`config.mk`:
```
export PLATFORM = sky130hd
export DESIGN_NAME = pipe_adder
export DESIGN_NICKNAME = d
export VERILOG_FILES = /design/src/rtl/pipe_adder.sv
export SDC_FILE = /design/constraint.sdc
export NUM_CORES = 1
export LEC_CHECK = 0
export ABC_AREA = 1
export ABC_CLOCK_PERIOD_IN_PS = 2900
export BUFFER_PORTS_ARGS = -buffer_cell sky130_fd_sc_hd__buf_4
export CORE_AREA = 3 3 107 109
export DETAILED_ROUTE_END_ITERATION = 12
export DIE_AREA = 0 0 110 112
export MAX_ROUTING_LAYER = met4
export SYNTH_ARGS = -nofsm -noshare
export SYNTH_HDL_FRONTEND = slang
export SYNTH_SLANG_ARGS = --single-unit
```
`constraint.sdc`:
```
create_clock -name clk -period 2.9 [get_ports clk]
set_input_delay 0.87 -clock clk [delete_from_list [all_inputs] [get_ports clk]]
set_output_delay 0.87 -clock clk [all_outputs]
set_load 0.02 [all_outputs]
```
`src/rtl/pipe_adder.sv`:
```
// Pipelined carry-chain adder/subtractor. The operands are cut into CHUNK-bit
// slices; each slice is added in its own register stage and the carry ripples
// from one stage to the next. A valid/ready handshake lets the consumer stall
// the whole pipeline, and status flags are produced alongside the final sum.
module pipe_adder #(
    parameter int WIDTH = 16,
    parameter int CHUNK = 4
) (
    input  logic             clk,
    input  logic             rst,
    input  logic             in_valid,
    output logic             in_ready,
    input  logic [WIDTH-1:0] a,
    input  logic [WIDTH-1:0] b,
    input  logic             sub,
    output logic             out_valid,
    input  logic             out_ready,
    output logic [WIDTH-1:0] sum,
    output logic             carry,
    output logic             overflow,
    output logic             zero
);

    localparam int STAGES = WIDTH / CHUNK;

    if ((CHUNK < 1) || ((WIDTH % CHUNK) != 0)) begin : g_width_check
        $error("pipe_adder: WIDTH must be a positive multiple of CHUNK");
    end

    // Ripple chain of single-bit full adders over one slice.
    // Returns {carry out, carry into slice MSB, slice sum}.
    function automatic logic [CHUNK+1:0] add_slice(
        input logic [CHUNK-1:0] x,
        input logic [CHUNK-1:0] y,
        input logic             ci
    );
        logic [CHUNK-1:0] s;
        logic             c;
        logic             c_top;
        s     = '0;
        c     = ci;
        c_top = ci;
        for (int i = 0; i < CHUNK; i++) begin
            if (i == CHUNK - 1) begin
                c_top = c;
            end
            s[i] = x[i] ^ y[i] ^ c;
            c    = (x[i] & y[i]) | (c & (x[i] ^ y[i]));
        end
        return {c, c_top, s};
    endfunction

    logic             advance;
    logic [WIDTH-1:0] b_eff;

    // Per-stage registered state, indexed by stage number.
    logic             vld_p   [STAGES];
    logic             carry_p [STAGES];
    logic [WIDTH-1:0] sum_p   [STAGES];
    logic [WIDTH-1:0] a_p     [STAGES];
    logic [WIDTH-1:0] b_p     [STAGES];

    // What each stage consumes: stage 0 takes the ports, stage k takes stage k-1.
    logic             v_src   [STAGES];
    logic             c_src   [STAGES];
    logic [WIDTH-1:0] s_src   [STAGES];
    logic [WIDTH-1:0] a_src   [STAGES];
    logic [WIDTH-1:0] b_src   [STAGES];

    logic ovf_q;
    logic zero_q;

    // The whole pipeline freezes only when a finished result is refused.
    assign out_valid = vld_p[STAGES-1];
    assign advance   = !(out_valid && !out_ready);
    assign in_ready  = advance;

    // Subtraction is A + ~B + 1; the +1 enters as stage 0 carry-in.
    assign b_eff = sub ? ~b : b;

    assign v_src[0] = in_valid;
    assign c_src[0] = sub;
    assign s_src[0] = '0;
    assign a_src[0] = a;
    assign b_src[0] = b_eff;

    for (genvar k = 1; k < STAGES; k++) begin : g_link
        assign v_src[k] = vld_p[k-1];
        assign c_src[k] = carry_p[k-1];
        assign s_src[k] = sum_p[k-1];
        assign a_src[k] = a_p[k-1];
        assign b_src[k] = b_p[k-1];
    end

    for (genvar k = 0; k < STAGES; k++) begin : g_stage
        logic [CHUNK+1:0] r;
        logic [WIDTH-1:0] s_next;
        logic             vld_q;
        logic             carry_q;
        logic [WIDTH-1:0] sum_q;

        assign r = add_slice(a_src[k][k*CHUNK +: CHUNK],
                             b_src[k][k*CHUNK +: CHUNK],
                             c_src[k]);

        // Splice this stage's slice into the sum completed by earlier stages.
        always_comb begin
            s_next = s_src[k];
            s_next[k*CHUNK +: CHUNK] = r[CHUNK-1:0];
        end

        // Stage register; bubbles move the valid bit but leave data untouched.
        always_ff @(posedge clk or posedge rst) begin
            if (rst) begin
                vld_q   <= 1'b0;
                carry_q <= 1'b0;
                sum_q   <= '0;
            end else if (advance) begin
                vld_q <= v_src[k];
                if (v_src[k]) begin
                    carry_q <= r[CHUNK+1];
                    sum_q   <= s_next;
                end
            end
        end

        assign vld_p[k]   = vld_q;
        assign carry_p[k] = carry_q;
        assign sum_p[k]   = sum_q;

        if (k < STAGES - 1) begin : g_fwd
            logic [WIDTH-1:0] a_q;
            logic [WIDTH-1:0] b_q;

            // Carry the operand slices still waiting for later stages.
            always_ff @(posedge clk) begin
                if (advance && v_src[k]) begin
                    a_q <= a_src[k];
                    b_q <= b_src[k];
                end
            end

            assign a_p[k] = a_q;
            assign b_p[k] = b_q;
        end

        if (k == STAGES - 1) begin : g_tail
            // Flags derived from the top slice, captured with the final sum.
            always_ff @(posedge clk or posedge rst) begin
                if (rst) begin
                    ovf_q  <= 1'b0;
                    zero_q <= 1'b0;
                end else if (advance && v_src[k]) begin
                    ovf_q  <= r[CHUNK+1] ^ r[CHUNK];
                    zero_q <= (s_next == '0);
                end
            end
        end
    end

    assign sum      = sum_p[STAGES-1];
    assign carry    = carry_p[STAGES-1];
    assign overflow = ovf_q;
    assign zero     = zero_q;

endmodule

```
==> metrics.csv <==
metric,value,unit
RSZ-0062 raised after global routing,no,
DR DRC count,0,
Slew @ Worst Pin,1.01,ns
"count leader, synth",nand2_1,
clk_lat worst skew,0.36,ns
Layout area overhead,19.7,%
vias in the first global route,2120,
Worst-path clk slew,0.10,ns
row count,38,
Setup TNS,0,ns
global-route wire length before repair,9630,um
Worst Reg-to-Reg Cells,13,
Vias/cell,4.00,
antenna fix cells,0,
Max Root-Sink Buffers,2,
Synth Register Bits,98,
Initial Util,37.1,%
setup ws final,0.449,ns
Mapped Cells,319,
Worst Hold Class,register to register,
pin count of the biggest net entering global routing,51,
total track usage,10.5,%
slew margin rel.,32.5,%
clk sinks,98,
initial DRC count,116,
Leakage,0.00222,uW
CTS tree,done,
I/O pins,58,
Final Skew,0.0109,ns
Synthesis Warnings,0,
top cell type's share of synthesized area,36.3,%
via count,2101,
peak supply drop,0.000324,V
Max Fclk,408,MHz
Post-synth top cells,"117 x nand2_1, 50 x dfrtp_1, 48 x edfxtp_1, 29 x inv_1, 15 x fa_1",
Main synth FF type,dfrtp_1,
# setup viols final,0,
Num CTS Buffers,9,
register area share after synthesis,67.8,%
CTS resizes,0,
outcome,"complete, no violations",
PwrDens,959,nW/um2
Core Region,10700,um2
Post-Syn Area,3970,um2
startpoint class of the critical path,register,
Min-Delay Path Depth,0,
H-tree depth,3,
Final period util,84.5,%
"Max FO, Critical Path",2,
share of layout cells above drive strength 1,21.6,%
Avg Synthesized Cell Area,12.5,um2
CP Data Required Time,3.15,ns
Die X-Extent,110,um
initial antenna violation count,0,
Worst setup EP type,register,
root buf cell,clkbuf_8,
CP Data Arrival Time,2.70,ns
die area,12300,um2
GRT overflow,0,
port buffer count,57,
CP Class,register to register,
Routed Antenna Nets,0,
post-DR wirelength/cell,10.8,um
max_cap viols,0,
Routability Congestion,0.670,
CTS hold repair buffers,0,
pre-CTS setup slack,0.251,ns
final wirelength,5680,um
Post-synth EDFFs,48,
final hold vios,0,
Yosys top cell by area,edfxtp_1,
NumNets Final,432,
count of different cell masters after synthesis,20,
Final min period,2.45,ns
fraction of registers with async set or reset after synthesis,51.0,%
DPL Wire Length,4250,um
Die Y,112,um
Slew Limit Fails,0,
Synth area leaders,"edfxtp_1 36%, dfrtp_1 31%, nand2_1 11%",
Post-CTS Setup Bufs,0,
Synth Net Count,371,
DR pass1 iterations,4,
==> layout make-up <==
type / count / area (um2)
Tap cell: 140 / 175
Sequential cell: 98 / 2690
Timing Repair Buffer: 58 / 435
Multi-Input combinational cell: 181 / 1080
Inverter: 32 / 125
Clock buffer: 9 / 124
Clock inverter: 7 / 124
Fill cell: 1008 / 5940
==> state kept, by name, summed over array words and instances, names as in the netlist, 3 cells and up <==
signal	flops
g_stage.g_fwd.b_q	24
g_stage.carry_q	3
g_stage.sum_q	24
g_stage.vld_q	3
sum	16
g_stage.g_fwd.a_q	24
==> power by group <==
| group | switching (uW) | total (uW) | leakage (uW) | internal, uW |
|---|---|---|---|---|
| registers | 229 | 2180 | 0.00109 | 1950 |
| clock network | 462 | 1040 | 0.000120 | 580 |
| logic | 822 | 1340 | 0.00101 | 522 |
| total | 1510 | 4560 | 0.00222 | 3050 |
==> layer usage <==
layer,track usage (%),wire (um)
met1,13.1,2720
met2,15.5,2630
met5,-,0
met4,5.74,64
met3,2.67,264
==> logic make-up after synthesis <==
family / count (synthesis) / share of synthesized area, %
AO/OA/AOI/OAI: 16 / 2.02
XOR/XNOR: 17 / 3.75
adder cells (fa/ha/maj): 15 / 7.56
flip-flops: 98 / 67.8
AND/OR/NAND/NOR: 132 / 13.7
multiplexers: 1 / 0.252
buffers and inverters: 40 / 5.01
==> metrics by stage <==
stage	hold WS [ns]	cells	utilization [%]	cell area, um2	power [uW]
after detailed placement	0.405	509	42.2	4510	3600
after global routing	0.429	525	44.5	4760	4920
after floorplan	0.400	319	-	3970	3170
final	0.420	525	44.5	4760	4560
after CTS	0.427	525	44.5	4760	4650
after global placement	0.405	509	42.2	4510	3540
==> critical path, stage by stage (launching register included) <==
cell and delay, ns:
dfrtp_1 0.40, inv_1 0.08, fa_1 0.17, inv_1 0.05, fa_1 0.38, fa_1 0.43, inv_1 0.09, fa_1 0.43
nand2_1 0.07, inv_1 0.03, nand2_1 0.05, nor2_1 0.04, nand3_1 0.07, nand2_1 0.05
==> worst paths after layout <==
kind	startpoint	endpoint	slack, ns
worst max-delay path	g_stage[2].carry_q	zero	0.45
worst min-delay path	g_stage[1].g_fwd.a_q[12]	g_stage[2].g_fwd.a_q[12]	0.42
worst max register to register	g_stage[2].carry_q	zero	0.45
worst min register to register	g_stage[1].g_fwd.a_q[12]	g_stage[2].g_fwd.a_q[12]	0.42
max in group asynchronous	rst	sum[11]	1.51
min in group asynchronous	rst	out_valid	0.76
==> cells in the final DEF, fill, tap and decap left out, types with 8 or more instances in the layout <==
master	netlist	routed
xor2_1	14	14
edfxtp_1	48	48
o21ai_1	8	8
buf_4	1	58
dfrtp_1	50	50
clkbuf_8	0	9
nor2_1	9	9
fa_1	15	15
o21ai_0	8	8
nand2_1	117	117
inv_1	29	28
No activity file was read; power rests on OpenSTA's default activity.
